### src/rtl/alu_operand_sel.sv
// -----------------------------------------------------------------------------
// alu_operand_sel
//   Registered operand-A select stage for the accumulator ALU datapath.
//   Chooses one of NUM_SRC register sources, a constant, an extended immediate
//   or the forwarded ALU result, and holds it in a one-entry valid/ready output
//   stage so the operand stays steady while the ALU stalls. Illegal select
//   codes complete as a zero operand and set a sticky error flag.
//
// Ports
//   CLK        in   clock, rising edge
//   reset_n    in   asynchronous active-low reset
//   op         in   [SEL_W-1:0]         select code
//   src_flat   in   [NUM_SRC*WIDTH-1:0] packed register sources
//   imm        in   [IMM_W-1:0]         immediate field
//   imm_sext   in   1 = sign-extend imm, 0 = zero-extend
//   in_valid   in   capture request
//   in_ready   out  stage can accept a request
//   res_we     in   ALU result write strobe
//   res_data   in   [WIDTH-1:0]         ALU result
//   out_valid  out  mux_out holds a valid operand
//   out_ready  in   ALU consumes mux_out this cycle
//   mux_out    out  [WIDTH-1:0]         registered operand
//   err        out  sticky illegal-select flag
//   err_clr    in   clears err (an illegal accept in the same cycle wins)
// -----------------------------------------------------------------------------
module alu_operand_sel #(
  parameter int          WIDTH     = 16,
  parameter int          NUM_SRC   = 3,
  parameter int          SEL_W     = 3,
  parameter int          IMM_W     = 8,
  parameter int unsigned CONST_VAL = 32'd8
) (
  input  logic                       CLK,
  input  logic                       reset_n,
  input  logic [SEL_W-1:0]           op,
  input  logic [NUM_SRC*WIDTH-1:0]   src_flat,
  input  logic [IMM_W-1:0]           imm,
  input  logic                       imm_sext,
  input  logic                       in_valid,
  output logic                       in_ready,
  input  logic                       res_we,
  input  logic [WIDTH-1:0]           res_data,
  output logic                       out_valid,
  input  logic                       out_ready,
  output logic [WIDTH-1:0]           mux_out,
  output logic                       err,
  input  logic                       err_clr
);

  localparam int IDX_W = (NUM_SRC > 1) ? $clog2(NUM_SRC) : 1;

  localparam logic [SEL_W-1:0] CODE_CONST = SEL_W'(NUM_SRC);
  localparam logic [SEL_W-1:0] CODE_IMM   = SEL_W'(NUM_SRC + 1);
  localparam logic [SEL_W-1:0] CODE_FWD   = SEL_W'(NUM_SRC + 2);
  localparam logic [WIDTH-1:0] CONST_W    = WIDTH'(CONST_VAL);

  logic [WIDTH-1:0] w_src [NUM_SRC];
  logic [IDX_W-1:0] w_src_idx;
  logic [WIDTH-1:0] w_imm_ext;
  logic [WIDTH-1:0] w_fwd;
  logic [WIDTH-1:0] w_sel_val;
  logic             w_illegal;
  logic             w_accept;
  logic             w_consume;

  logic [WIDTH-1:0] r_fwd;
  logic [WIDTH-1:0] r_mux_out;
  logic             r_out_valid;
  logic             r_err;

  // Unpack the flat source bus into an indexable array.
  for (genvar k = 0; k < NUM_SRC; k++) begin : g_src
    assign w_src[k] = src_flat[k*WIDTH +: WIDTH];
  end

  // Low bits of op index the source array; only used when op < NUM_SRC.
  assign w_src_idx = op[IDX_W-1:0];

  // Casting through $signed gives sign extension without a replication that
  // would become zero-width when IMM_W == WIDTH.
  assign w_imm_ext = imm_sext ? WIDTH'($signed(imm)) : WIDTH'(imm);

  // Same-cycle write bypasses the forwarding register.
  assign w_fwd = res_we ? res_data : r_fwd;

  // One-entry stage without a skid buffer: accept only when empty or draining.
  assign in_ready  = !r_out_valid || out_ready;
  assign w_accept  = in_valid && in_ready;
  assign w_consume = r_out_valid && out_ready;

  // Operand select decode; unmatched codes produce zero and flag illegal.
  always_comb begin
    w_sel_val = {WIDTH{1'b0}};
    w_illegal = 1'b0;
    if (op < CODE_CONST) begin
      w_sel_val = w_src[w_src_idx];
    end else if (op == CODE_CONST) begin
      w_sel_val = CONST_W;
    end else if (op == CODE_IMM) begin
      w_sel_val = w_imm_ext;
    end else if (op == CODE_FWD) begin
      w_sel_val = w_fwd;
    end else begin
      w_illegal = 1'b1;
    end
  end

  // Forwarding register tracks every ALU write regardless of the handshake.
  always_ff @(posedge CLK or negedge reset_n) begin
    if (!reset_n) begin
      r_fwd <= {WIDTH{1'b0}};
    end else if (res_we) begin
      r_fwd <= res_data;
    end
  end

  // Output stage: load on accept, drop valid on a consume with no new load.
  always_ff @(posedge CLK or negedge reset_n) begin
    if (!reset_n) begin
      r_mux_out   <= {WIDTH{1'b0}};
      r_out_valid <= 1'b0;
    end else if (w_accept) begin
      r_mux_out   <= w_sel_val;
      r_out_valid <= 1'b1;
    end else if (w_consume) begin
      r_out_valid <= 1'b0;
    end
  end

  // Sticky error: an illegal accept takes priority over a clear.
  always_ff @(posedge CLK or negedge reset_n) begin
    if (!reset_n) begin
      r_err <= 1'b0;
    end else if (w_accept && w_illegal) begin
      r_err <= 1'b1;
    end else if (err_clr) begin
      r_err <= 1'b0;
    end
  end

  assign mux_out   = r_mux_out;
  assign out_valid = r_out_valid;
  assign err       = r_err;

endmodule
### config.mk
export PLATFORM = sky130hd
export DESIGN_NAME = alu_operand_sel
export DESIGN_NICKNAME = d
export VERILOG_FILES = /design/src/rtl/alu_operand_sel.sv
export SDC_FILE = /design/constraint.sdc
export NUM_CORES = 1
export LEC_CHECK = 0
export CAP_MARGIN = 20
export CORE_MARGIN = 2
export CORE_UTILIZATION = 39
export CTS_CLUSTER_SIZE = 14
export DETAILED_ROUTE_END_ITERATION = 6
export GPL_ROUTABILITY_DRIVEN = 0
export GPL_TIMING_DRIVEN = 0
export PLACE_DENSITY = 0.87
export SLEW_MARGIN = 25
export SYNTH_ARGS = -nofsm -noshare
export SYNTH_HDL_FRONTEND = slang
export SYNTH_SLANG_ARGS = --single-unit
### constraint.sdc
create_clock -name CLK -period 1.4 [get_ports CLK]
set_input_delay 0.14 -clock CLK [delete_from_list [all_inputs] [get_ports CLK]]
set_output_delay 0.14 -clock CLK [all_outputs]
set_load 0.005 [all_outputs]
==> flow_summary.html, run 1 <==
<table>
<tr><th>Metric</th><th>Value</th></tr>
<tr><th colspan="2">Global routing</th></tr>
<tr><td>Sum of overflow across all layers after global routing</td><td>0</td></tr>
<tr><td>Global-route wire length before repair</td><td>about 8800 µm</td></tr>
<tr><td>Global routing usage summed across all routing layers</td><td>a little over a fifth</td></tr>
<tr><td>Antenna violations before repair</td><td>0</td></tr>
<tr><td>Number of global-route vias before repair</td><td>about 1800</td></tr>
<tr><td>Largest net degree at the start of global routing</td><td>32</td></tr>
<tr><th colspan="2">STA</th></tr>
<tr><td>Number of endpoints failing setup at the final stage</td><td>0</td></tr>
<tr><td>Final Hold Slack</td><td>0.165 ns</td></tr>
<tr><td>Slew Limit Headroom</td><td>between 70% and 80%</td></tr>
<tr><td>Setup Skew</td><td>roughly 0.0057 ns</td></tr>
<tr><td>Final setup slack of the worst path</td><td>approximately 0.067 ns</td></tr>
<tr><td>Share of the clock period used by the worst path</td><td>a little over nine tenths</td></tr>
<tr><td>Max-slew violations</td><td>0</td></tr>
<tr><td>Achievable clock frequency</td><td>0.750 GHz</td></tr>
<tr><td>Min Tclk post-route</td><td>about 1.3 ns</td></tr>
<tr><td>Number of endpoints with negative hold slack in the final report</td><td>0</td></tr>
<tr><td>Setup TNS</td><td>0 ns</td></tr>
<tr><td>Slew at the pin with the worst max-slew slack</td><td>0.394 ns</td></tr>
<tr><th colspan="2">Hold path</th></tr>
<tr><td>Path class of the lowest-slack min-delay path</td><td>primary input to flip-flop</td></tr>
<tr><th colspan="2">Drt</th></tr>
<tr><td>Total routed wirelength</td><td>5610 µm</td></tr>
<tr><td>Violation count after the first detailed-routing iteration</td><td>approximately 130</td></tr>
<tr><td>Vias after detailed routing</td><td>~1800</td></tr>
<tr><td>Avg WL per Cell</td><td>16.5 µm</td></tr>
<tr><td>DR DRC count</td><td>0</td></tr>
<tr><td>Pre-Repair DR Iteration Count</td><td>4</td></tr>
<tr><td>Final antenna-violating net count</td><td>0</td></tr>
<tr><td>Number of vias per cell</td><td>5.45</td></tr>
<tr><th colspan="2">Critical path</th></tr>
<tr><td>Series of cell instances along the critical path</td><td>clkdlybuf4s50_1 &gt; nor2b_1 &gt; buf_2 &gt; buf_6 &gt; a32oi_1 &gt; o211ai_1 &gt; o21a_1</td></tr>
<tr><td>Arrival @ worst endpoint</td><td>1.52 ns</td></tr>
<tr><td>Max stage delay on crit path</td><td>about 0.51 ns</td></tr>
<tr><td>Slowest library cell on the worst path</td><td>sky130_fd_sc_hd__clkdlybuf4s50_1</td></tr>
<tr><td>Biggest fanout along the worst timing path</td><td>10</td></tr>
<tr><td>CP Capture Type</td><td>flip-flop</td></tr>
<tr><td>Start-to-end type of the worst setup path</td><td>primary input to flip-flop</td></tr>
<tr><td>Critical path startpoint category</td><td>primary input</td></tr>
<tr><td>Required time of the worst setup path</td><td>1.58 ns</td></tr>
<tr><th colspan="2">Floorplan</th></tr>
<tr><td>Core outline area</td><td>roughly 4700 µm²</td></tr>
<tr><td>Number of core rows</td><td>25</td></tr>
<tr><td>Horizontal die dimension</td><td>~74 µm</td></tr>
<tr><td>Floorplan die area</td><td>~5400 µm²</td></tr>
<tr><td>Die height</td><td>73.6 µm</td></tr>
<tr><td>Number of placed I/O pins</td><td>101</td></tr>
<tr><td>Starting density of the core</td><td>slightly above 40%</td></tr>
<tr><th colspan="2">Clocking</th></tr>
<tr><td>CTS tree</td><td>built</td></tr>
<tr><td>Clock buffer count from CTS</td><td>5</td></tr>
<tr><td>Deepest clock path buffer count</td><td>2</td></tr>
<tr><td>Clock-pin transition on the worst setup and hold timing paths</td><td>about 0.07 ns</td></tr>
<tr><td>Number of H-tree levels</td><td>2</td></tr>
<tr><td>Skew-Pair Late Insertion Delay</td><td>between 0.2 and 0.3 ns</td></tr>
<tr><td>Number of sinks driven by the clock tree</td><td>34</td></tr>
<tr><td>Root buffer cell</td><td>sky130_fd_sc_hd__clkbuf_8</td></tr>
<tr><th colspan="2">Final layout</th></tr>
<tr><td>Final core utilization</td><td>between 60% and 70%</td></tr>
<tr><td>Number of nets in the layout</td><td>~370</td></tr>
<tr><td>Number of antenna repair diodes</td><td>0</td></tr>
<tr><td>Number of filler cells placed in the layout</td><td>approximately 370</td></tr>
<tr><td>Share of final-layout standard cells stronger than drive strength 1</td><td>between 10% and 20%</td></tr>
<tr><td>Layout Area Growth over Synthesis</td><td>66.7%</td></tr>
<tr><th colspan="2">Power</th></tr>
<tr><td>Cell-internal power</td><td>2.33 mW</td></tr>
<tr><td>Logic gate share of total power</td><td>a little over a quarter</td></tr>
<tr><td>Sequential cell fraction of total power</td><td>~38%</td></tr>
<tr><td>Part of the power in the clock network</td><td>between 30% and 40%</td></tr>
<tr><td>Fraction of power spent switching nets</td><td>a little under a quarter</td></tr>
<tr><td>Power density cells</td><td>a little under 1000 nW/µm²</td></tr>
<tr><td>Worst-case vdd ir drop</td><td>roughly 0.00058 V</td></tr>
<tr><td>Lkg Pwr</td><td>around 1.3 nW</td></tr>
<tr><td>Power dissipated by switching net loads</td><td>around 0.73 mW</td></tr>
<tr><th colspan="2">Flow run</th></tr>
<tr><td>Number of max-cap violations</td><td>0</td></tr>
<tr><th colspan="2">Synth</th></tr>
<tr><td>Portion of the post-synthesis area used by sequential elements</td><td>between 40% and 50%</td></tr>
<tr><td>Cell taking the most area after synthesis</td><td>sky130_fd_sc_hd__dfrtp_1</td></tr>
<tr><td>Yosys cell types</td><td>32</td></tr>
<tr><td>Number of flops mapped to enable cells by yosys</td><td>0</td></tr>
<tr><td>Synthesized area per cell</td><td>between 10 and 15 µm²</td></tr>
<tr><td>Cell Area, Synth</td><td>about 1900 µm²</td></tr>
<tr><td>Top post-synthesis cells by area</td><td>sky130_fd_sc_hd__dfrtp_1 45%, sky130_fd_sc_hd__mux2_2 11%, sky130_fd_sc_hd__mux2i_1 4.8%</td></tr>
<tr><td>Synth top area share</td><td>a little under half</td></tr>
<tr><td>Mapped Nets</td><td>around 260</td></tr>
<tr><td>Asr flop ratio synth</td><td>100%</td></tr>
<tr><td>Synthesis-stage register bit count</td><td>34</td></tr>
<tr><td>Number of instances in the synthesized netlist</td><td>approximately 180</td></tr>
<tr><td>Most used standard cell by instance count after synthesis</td><td>sky130_fd_sc_hd__dfrtp_1</td></tr>
<tr><td>Synth warn</td><td>0</td></tr>
<tr><td>Primary FF master, synth</td><td>sky130_fd_sc_hd__dfrtp_1</td></tr>
<tr><td>Leading cell types by count after synthesis</td><td>34 x sky130_fd_sc_hd__dfrtp_1, 18 x sky130_fd_sc_hd__mux2_2, 13 x sky130_fd_sc_hd__o21ai_0, 12 x sky130_fd_sc_hd__nand2_1</td></tr>
<tr><th colspan="2">Placed design</th></tr>
<tr><td>Post-placement worst setup slack</td><td>-0.338 ns</td></tr>
<tr><td>Post-detailed-placement half-perimeter wirelength</td><td>about 4500 µm</td></tr>
<tr><td>Count of port buffers added during placement</td><td>98</td></tr>
<tr><th colspan="2">Run status</th></tr>
<tr><td>Status</td><td>completed</td></tr>
</table>
-- sequential cells by signal (all words and copies together) (netlist names) --
name	flops
err	1
out_valid	1
mux_out	16
r_fwd	16
-- logic make-up (layout without fill, tap and decap cells) --
kind of cell	count (synthesis)	count (layout)	synth area share (%)
mux	32	32	18.9
buf+inv	18	127	6.16
compound gates	57	57	20.4
flops	34	34	45.1
simple gates	35	35	9.48
-- critical path, delay by kind of cell --
family,cells,cell delay (ns)
AO/OA/AOI/OAI,3,0.48
buffers and inverters,3,0.84
AND/OR/NAND/NOR,1,0.05
-- path summary, 6_finish.rpt --
kind / cells after the start / from / slack [ns] / to
worst min register to register: 1 / mux_out[0] / 0.50 / mux_out[0]
worst max register to register: 5 / out_valid / 0.13 / mux_out[5]
worst max-delay path: 7 / op[1] / 0.07 / mux_out[4]
worst min-delay path: 2 / res_we / 0.16 / r_fwd[6]
max in group asynchronous: 3 / reset_n / 0.83 / mux_out[1]
min in group asynchronous: 2 / reset_n / 0.20 / r_fwd[4]
-- cells in the final DEF (no fill, tap or decap), drive strengths merged --
master / instances
mux2i: 9
a32oi: 7
a22oi: 7
o211ai: 7
buf: 13
o2bb2ai: 1
nor2: 9
o22ai: 1
and2: 1
clkdlybuf4s50: 96
nand3b: 7
dfrtp: 34
clkbuf: 10
clkinv: 1
dlygate4sd2: 1
o21ai: 15
bufinv: 2
a21oi: 2
a221oi: 1
mux2: 23
a31oi: 8
inv: 3
o31ai: 1
o21a: 7
nor2b: 2
nand2b: 3
dlygate4sd3: 1
nand2: 12
nor3: 1
-- through the flow --
stage / instance area (µm²) / std cells / power, mW
2_1_floorplan: 1890 / 176 / 1.48
6_report: 3150 / 339 / 3.07
4_1_cts: 3110 / 339 / 3.07
3_3_place_gp: 2940 / 328 / 1.94
3_5_place_dp: 2950 / 329 / 1.97
5_1_grt: 3150 / 339 / 3.19
-- power by group through the flow --
stage	Clock, mW	Combinational (mW)	Sequential, mW
global placement	0	0.769	1.17
floorplan	0	0.303	1.18
detailed placement	0	0.795	1.18
global route	1.14	0.877	1.17
finish	1.10	0.810	1.16
CTS	1.11	0.801	1.16
-- layer usage --
layer | vias up | GRT usage, % | wire, µm | share of wire (%)
li1 | 870 | - | - | -
met1 | 894 | 27.1 | 2350 | 42
met2 | 68 | 36.3 | 2830 | 51
met3 | 14 | 5.35 | 285 | 5.1
met4 | 0 | 7.47 | 137 | 2.4
met5 | - | 0 | 0 | 0
-- final cells by class --
class / instances / area (µm²) / area share [%]
multi-input combinational: 124 / 946 / 30.0
buffer: 15 / 123 / 3.90
tap: 54 / 67.6 / 2.15
timing repair buffer: 101 / 1010 / 32.2
sequential: 34 / 851 / 27.0
clock buffer: 5 / 68.8 / 2.19
clock inverter: 3 / 68.8 / 2.19
inverter: 3 / 11.3 / 0.358
-- repair_timing --
action	in CTS	in global routing
hold buffers	1	0
gates resized for setup	4	12
pin swaps	1	0
endpoints found under the hold margin	34	0
setup buffers	1	0
endpoints found under the setup margin	8	14
Power figures use the tool's default switching activity.
==> run 2, diff against run 1 <==
--- a/config.mk
+++ b/config.mk
@@ -7,12 +7,13 @@
 export LEC_CHECK = 0
 export CAP_MARGIN = 20
 export CORE_MARGIN = 2
-export CORE_UTILIZATION = 39
+export CORE_UTILIZATION = 40
+export CTS_BUF_LIST = sky130_fd_sc_hd__clkbuf_4
 export CTS_CLUSTER_SIZE = 14
 export DETAILED_ROUTE_END_ITERATION = 6
 export GPL_ROUTABILITY_DRIVEN = 0
 export GPL_TIMING_DRIVEN = 0
-export PLACE_DENSITY = 0.87
+export PLACE_DENSITY = 0.89
 export SLEW_MARGIN = 25
 export SYNTH_ARGS = -nofsm -noshare
 export SYNTH_HDL_FRONTEND = slang
==> flow_summary.html, run 2 (synthesized netlist as in run 1, its figures left out) <==
<table>
<tr><th>Metric</th><th>Value</th></tr>
<tr><th colspan="2">Run status</th></tr>
<tr><td>Status</td><td>completed</td></tr>
<tr><th colspan="2">Critical path</th></tr>
<tr><td>Series of cell instances along the critical path</td><td>clkdlybuf4s50_1 &gt; nor2b_1 &gt; buf_2 &gt; buf_4 &gt; a32oi_1 &gt; o211ai_1 &gt; o21a_1</td></tr>
<tr><td>Kind of cell adding the most delay to the critical path</td><td>buffers and inverters</td></tr>
<tr><td>Arrival @ worst endpoint</td><td>1.59 ns (+0.07 ns)</td></tr>
<tr><td>Start-to-end type of the worst setup path</td><td>primary input to flip-flop</td></tr>
<tr><td>R2R setup slack</td><td>0.16 ns (+0.03 ns)</td></tr>
<tr><td>Biggest fanout along the worst timing path</td><td>10 (unchanged)</td></tr>
<tr><td>Critical path startpoint category</td><td>primary input</td></tr>
<tr><td>Slowest library cell on the worst path</td><td>sky130_fd_sc_hd__clkdlybuf4s50_1</td></tr>
<tr><td>Required time of the worst setup path</td><td>1.62 ns (+0.04 ns)</td></tr>
<tr><td>Max stage delay on crit path</td><td>0.44 ns (-0.07 ns)</td></tr>
<tr><td>CP Capture Type</td><td>flip-flop</td></tr>
<tr><td>Worst path bufs/invs</td><td>3 (unchanged)</td></tr>
<tr><td>CP Depth</td><td>7 (unchanged)</td></tr>
<tr><td>R2R depth</td><td>4 (-1)</td></tr>
<tr><th colspan="2">Final layout</th></tr>
<tr><td>Final core utilization</td><td>69.3% (+2.2 points)</td></tr>
<tr><td>Most common cell after layout, fill and taps aside</td><td>sky130_fd_sc_hd__clkdlybuf4s50_1</td></tr>
<tr><td>Number of nets in the layout</td><td>368 (+0.55%)</td></tr>
<tr><td>Post-layout instance count excluding filler cells</td><td>339 (unchanged)</td></tr>
<tr><td>Number of filler cells placed in the layout</td><td>337 (-8.4%)</td></tr>
<tr><td>Layout Area Growth over Synthesis</td><td>63.0%</td></tr>
<tr><td>Most used cells in the layout excluding fill and tap cells</td><td>91 x sky130_fd_sc_hd__clkdlybuf4s50_1, 34 x sky130_fd_sc_hd__dfrtp_1, 18 x sky130_fd_sc_hd__mux2_2, 12 x sky130_fd_sc_hd__nand2_1</td></tr>
<tr><td>Share of final-layout standard cells stronger than drive strength 1</td><td>17.4% (-0.82 points)</td></tr>
<tr><td>Number of antenna repair diodes</td><td>0 (unchanged)</td></tr>
<tr><td>Cell area after layout</td><td>3080 µm² (-2.2%)</td></tr>
<tr><th colspan="2">Clocking</th></tr>
<tr><td>Clock-pin transition on the worst setup and hold timing paths</td><td>0.09 ns (+0.02 ns)</td></tr>
<tr><td>Number of sinks driven by the clock tree</td><td>34 (unchanged)</td></tr>
<tr><td>Number of H-tree levels</td><td>2 (unchanged)</td></tr>
<tr><td>Root buffer cell</td><td>sky130_fd_sc_hd__clkbuf_4</td></tr>
<tr><td>Deepest clock path buffer count</td><td>2 (unchanged)</td></tr>
<tr><td>Skew-Pair Late Insertion Delay</td><td>0.34 ns (+0.05 ns)</td></tr>
<tr><td>Clock buffer count from CTS</td><td>5 (unchanged)</td></tr>
<tr><td>CTS tree</td><td>built</td></tr>
<tr><th colspan="2">Placed design</th></tr>
<tr><td>Count of port buffers added during placement</td><td>98 (unchanged)</td></tr>
<tr><td>Post-detailed-placement half-perimeter wirelength</td><td>4520 µm (+0.84%)</td></tr>
<tr><td>DP Area</td><td>2950 µm² (about the same)</td></tr>
<tr><td>Placed Instances</td><td>327 (-0.61%)</td></tr>
<tr><td>Post-placement worst setup slack</td><td>-0.358 ns (-0.0193 ns)</td></tr>
<tr><th colspan="2">Power</th></tr>
<tr><td>Worst-case vdd ir drop</td><td>0.000424 V (-28%)</td></tr>
<tr><td>Overall power consumption</td><td>2.47 mW (-19%)</td></tr>
<tr><td>Lkg Pwr</td><td>1.27 nW (+0.68%)</td></tr>
<tr><td>Power density cells</td><td>802 nW/µm² (-18%)</td></tr>
<tr><th colspan="2">Global routing</th></tr>
<tr><td>Global-route wire length before repair</td><td>9010 µm (+2.0%)</td></tr>
<tr><td>Sum of overflow across all layers after global routing</td><td>0 (unchanged)</td></tr>
<tr><td>Global routing usage summed across all routing layers</td><td>22.4% (+0.75 points)</td></tr>
<tr><td>Number of global-route vias before repair</td><td>1920 (+5.6%)</td></tr>
<tr><td>Antenna violations before repair</td><td>0 (unchanged)</td></tr>
<tr><td>Largest net degree at the start of global routing</td><td>27 (-16%)</td></tr>
<tr><th colspan="2">Floorplan</th></tr>
<tr><td>Number of placed I/O pins</td><td>101 (unchanged)</td></tr>
<tr><td>Floorplan die area</td><td>5290 µm² (-2.4%)</td></tr>
<tr><td>Core outline area</td><td>4440 µm² (-5.3%)</td></tr>
<tr><td>Number of core rows</td><td>24 (-4.0%)</td></tr>
<tr><td>Horizontal die dimension</td><td>72.7 µm (-1.2%)</td></tr>
<tr><td>Starting density of the core</td><td>42.5% (+2.2 points)</td></tr>
<tr><td>Die height</td><td>72.7 µm (-1.2%)</td></tr>
<tr><th colspan="2">Drt</th></tr>
<tr><td>Final antenna-violating net count</td><td>0 (unchanged)</td></tr>
<tr><td>Total routed wirelength</td><td>5780 µm (+3.1%)</td></tr>
<tr><td>Avg WL per Cell</td><td>17.0 µm (+3.1%)</td></tr>
<tr><td>DR DRC count</td><td>0 (unchanged)</td></tr>
<tr><td>Violation count after the first detailed-routing iteration</td><td>168 (+31%)</td></tr>
<tr><td>Pre-Repair DR Iteration Count</td><td>4 (unchanged)</td></tr>
<tr><td>Number of vias per cell</td><td>5.50 (+1.0%)</td></tr>
<tr><td>Vias after detailed routing</td><td>1865 (+1.0%)</td></tr>
<tr><th colspan="2">STA</th></tr>
<tr><td>Max-slew violations</td><td>0 (unchanged)</td></tr>
<tr><td>Final setup slack of the worst path</td><td>0.0305 ns (-0.0361 ns)</td></tr>
<tr><td>Share of the clock period used by the worst path</td><td>97.8% (+2.6 points)</td></tr>
<tr><td>Number of endpoints failing setup at the final stage</td><td>0 (unchanged)</td></tr>
<tr><td>Number of endpoints with negative hold slack in the final report</td><td>0 (unchanged)</td></tr>
<tr><td>Setup TNS</td><td>0 ns (unchanged)</td></tr>
<tr><td>RSZ-0062 raised after global routing</td><td>yes</td></tr>
<tr><td>Final Hold Slack</td><td>0.126 ns (-0.0384 ns)</td></tr>
<tr><td>Min Tclk post-route</td><td>1.37 ns (+0.0361 ns)</td></tr>
<tr><td>Slew at the pin with the worst max-slew slack</td><td>0.369 ns (-0.0250 ns)</td></tr>
<tr><td>Slew Limit Headroom</td><td>75.4% (+1.7 points)</td></tr>
<tr><td>Achievable clock frequency</td><td>0.730 GHz (-2.6%)</td></tr>
<tr><td>Setup Skew</td><td>0.0142 ns (+0.00856 ns)</td></tr>
<tr><th colspan="2">Hold path</th></tr>
<tr><td>Cells on Worst Hold Path</td><td>2 (unchanged)</td></tr>
<tr><td>Path class of the lowest-slack min-delay path</td><td>primary input to flip-flop</td></tr>
<tr><th colspan="2">Flow run</th></tr>
<tr><td>Number of max-cap violations</td><td>0 (unchanged)</td></tr>
</table>
[run 2: worst paths after layout]
kind | startpoint | to
max | op[0] | mux_out[5]
min | res_we | r_fwd[1]
max reg2reg | r_fwd[5] | mux_out[5]
min reg2reg | mux_out[2] | mux_out[2]
max in group asynchronous | reset_n | r_fwd[4]
min in group asynchronous | reset_n | r_fwd[3]
[run 2: final cells by class]
type                       count  area (µm²)  area share [%]
sequential                    34         851            27.6
clock inverter                 3        11.3           0.366
timing repair buffer         103        1040            33.8
tap                           52        65.1            2.11
clock buffer                   5        37.5            1.22
multi-input combinational    124         943            30.7
inverter                       3        11.3           0.366
buffer                        15         119            3.86
[run 2: power breakdown]
| group | switching (mW) | total, mW | leakage [nW] | internal (mW) |
|---|---|---|---|---|
| sequential | 0.0527 | 1.16 | 0.398 | 1.10 |
| combinational | 0.302 | 0.823 | 0.841 | 0.521 |
| clock | 0.312 | 0.491 | 0.0277 | 0.179 |
| total | 0.667 | 2.47 | 1.27 | 1.80 |
[run 2: timing repair]
action	in CTS	in global routing
gates resized for setup	3	22
buffers inserted	1	2
pin swaps	0	1
hold endpoints to repair	34	0
hold buffers	1	0
endpoints found under the setup margin	8	23
[run 2: routing by layer]
| metal | track usage (%) | routed length [µm] | vias up |
|---|---|---|---|
| met5 | 0 | 0 | - |
| met4 | 8.64 | 170 | 0 |
| met3 | 5.66 | 410 | 16 |
| met2 | 38.5 | 2980 | 81 |
| met1 | 26.9 | 2210 | 889 |
| li1 | - | - | 879 |
==> RTL edit: new RTL, flow settings as in run 2 <==
Set the parameter `WIDTH` to 32 (it was 16).
--- a/src/rtl/alu_operand_sel.sv
+++ b/src/rtl/alu_operand_sel.sv
@@ -24,7 +24,7 @@
 //   err_clr    in   clears err (an illegal accept in the same cycle wins)
 // -----------------------------------------------------------------------------
 module alu_operand_sel #(
-  parameter int          WIDTH     = 16,
+  parameter int          WIDTH     = 32,
   parameter int          NUM_SRC   = 3,
   parameter int          SEL_W     = 3,
   parameter int          IMM_W     = 8,
Ports: changed (resized mux_out, res_data and src_flat); port bits go from 101 to 181. The function was not compared with the original's and may differ.
==> RTL edit against run 2 <==
  * Area after synthesis rose by 93%
  * Sequential power increased by 94%
  * Setup slack better by 53 ps
  * Count of clock-buffer cells in the layout is 4 higher
  * Via count grew 98%
  * Final area rose by 90%
  * Non-clock buffer count increased by 111
  * Critical path type is now reg -> reg
  * Sequential cell count is 32 higher
  * Wire length is 110% higher
  * Largest cell class unchanged
  * Combinational power grew 87%
  * Total power up 110%
==> RTL edit: results (changes against run 2) <==
<table>
<tr><th>Metric</th><th>Value</th></tr>
<tr><th colspan="2">Placement</th></tr>
<tr><td>Setup WS pre-CTS</td><td>-502 ps (was -358 ps)</td></tr>
<tr><td>Dpl hpwl</td><td>9.23 mm (was 4.52 mm)</td></tr>
<tr><td>Placed cell area</td><td>5570 um^2 (was 2950 um^2)</td></tr>
<tr><td>Buffers added on ports</td><td>177 (was 98)</td></tr>
<tr><td>Cell total after placement</td><td>641 (was 327)</td></tr>
<tr><th colspan="2">Worst setup path</th></tr>
<tr><td>Termination of the worst setup path</td><td>mux_out[6] (was mux_out[5])</td></tr>
<tr><td>Depth of the worst register-to-register path</td><td>6 (was 4)</td></tr>
<tr><td>R2r startpoint</td><td>out_valid (was r_fwd[5])</td></tr>
<tr><td>Worst Setup Path Type</td><td>reg -&gt; reg (was in -&gt; reg)</td></tr>
<tr><td>Slowest cell delay on critical path</td><td>400 ps (was 440 ps)</td></tr>
<tr><th colspan="2">Final layout</th></tr>
<tr><td>Fraction of layout cells with a size suffix above 1</td><td>0.177 (was 0.174)</td></tr>
<tr><td>Final #Nets</td><td>707 (was 368)</td></tr>
<tr><th colspan="2">Power and ir drop</th></tr>
<tr><td>Clock Power Share</td><td>0.266 (was 0.199)</td></tr>
<tr><td>Static leakage power</td><td>2.45 nW (was 1.27 nW)</td></tr>
<tr><td>Power density of the placed cells</td><td>881 nW/um^2 (was 802 nW/um^2)</td></tr>
<tr><td>Proportion of power drawn by combinational gates</td><td>0.298 (was 0.333)</td></tr>
<tr><th colspan="2">Global routing</th></tr>
<tr><td>Number of antenna violations at the first check in global routing</td><td>2 (was 0)</td></tr>
<tr><td>Global-route wire length before repair</td><td>18.7 mm (was 9.01 mm)</td></tr>
<tr><td>GRT Overall Usage</td><td>0.244 (was 0.224)</td></tr>
<tr><th colspan="2">STA</th></tr>
<tr><td>Max transition margin</td><td>0.650 (was 0.754)</td></tr>
<tr><td>Post-route worst hold slack</td><td>51.1 ps (was 126 ps)</td></tr>
<tr><th colspan="2">Status</th></tr>
<tr><td>Run status</td><td>completed (unchanged)</td></tr>
<tr><th colspan="2">Clocking</th></tr>
<tr><td>Number of buffers inserted by post-CTS setup repair</td><td>14 (was 1)</td></tr>
<tr><td>Number of gates resized after CTS</td><td>45 (was 3)</td></tr>
<tr><th colspan="2">Route</th></tr>
<tr><td>Starting DRC count in detailed routing</td><td>117 (was 168)</td></tr>
<tr><th colspan="2">Yosys</th></tr>
<tr><td>Number of standard cells after synthesis</td><td>355 (was 176)</td></tr>
</table>
[RTL edit: cell count changes in the layout (fill, tap and decap cells not counted), moves of 8 or more]
| cell | run 2 | this run |
|---|---|---|
| sky130_fd_sc_hd__clkdlybuf4s50_1 | 91 | 140 |
| sky130_fd_sc_hd__o21ai_0 | 9 | 47 |
| sky130_fd_sc_hd__nand3b_1 | 7 | 23 |
| sky130_fd_sc_hd__dfrtp_1 | 34 | 66 |
| sky130_fd_sc_hd__a31oi_1 | 8 | 24 |
| sky130_fd_sc_hd__mux2_2 | 18 | 34 |
| sky130_fd_sc_hd__mux2i_1 | 9 | 25 |
| sky130_fd_sc_hd__buf_4 | 6 | 24 |
| sky130_fd_sc_hd__nor2_1 | 8 | 24 |
| sky130_fd_sc_hd__clkbuf_1 | 0 | 8 |
| sky130_fd_sc_hd__dlygate4sd2_1 | 1 | 33 |
| sky130_fd_sc_hd__nand2_1 | 12 | 28 |
[RTL edit: metal layers]
metal / vias to the layer above / part of all wire / global-route usage
met2: 196 / 0.52 / 0.440
met3: 18 / 0.080 / 0.0576
met1: 1775 / 0.39 / 0.283
met5: - / 0.0011 / 0
li1: 1706 / - / -
met4: 2 / 0.016 / 0.0843
[RTL edit: area by class of cell]
type                       instances  area (um^2)
tap                              108          135
sequential                        66         1650
timing repair buffer             195         1890
clock buffer                       9         67.6
clock inverter                     7         83.8
fill                             726         2900
buffer                            34          240
multi-input combinational        252         1780
inverter                           3         11.3
antenna                            1         2.50
[RTL edit: cell families (layout without fill, tap and decap cells)]
kind of cell | count (synthesis) | after routing | synth area share
compound gates | 105 | 105 | 0.179
simple gates | 83 | 83 | 0.116
flops | 66 | 66 | 0.453
mux | 64 | 64 | 0.194
buf+inv | 37 | 248 | 0.0580
other cells | 0 | 1 | 0
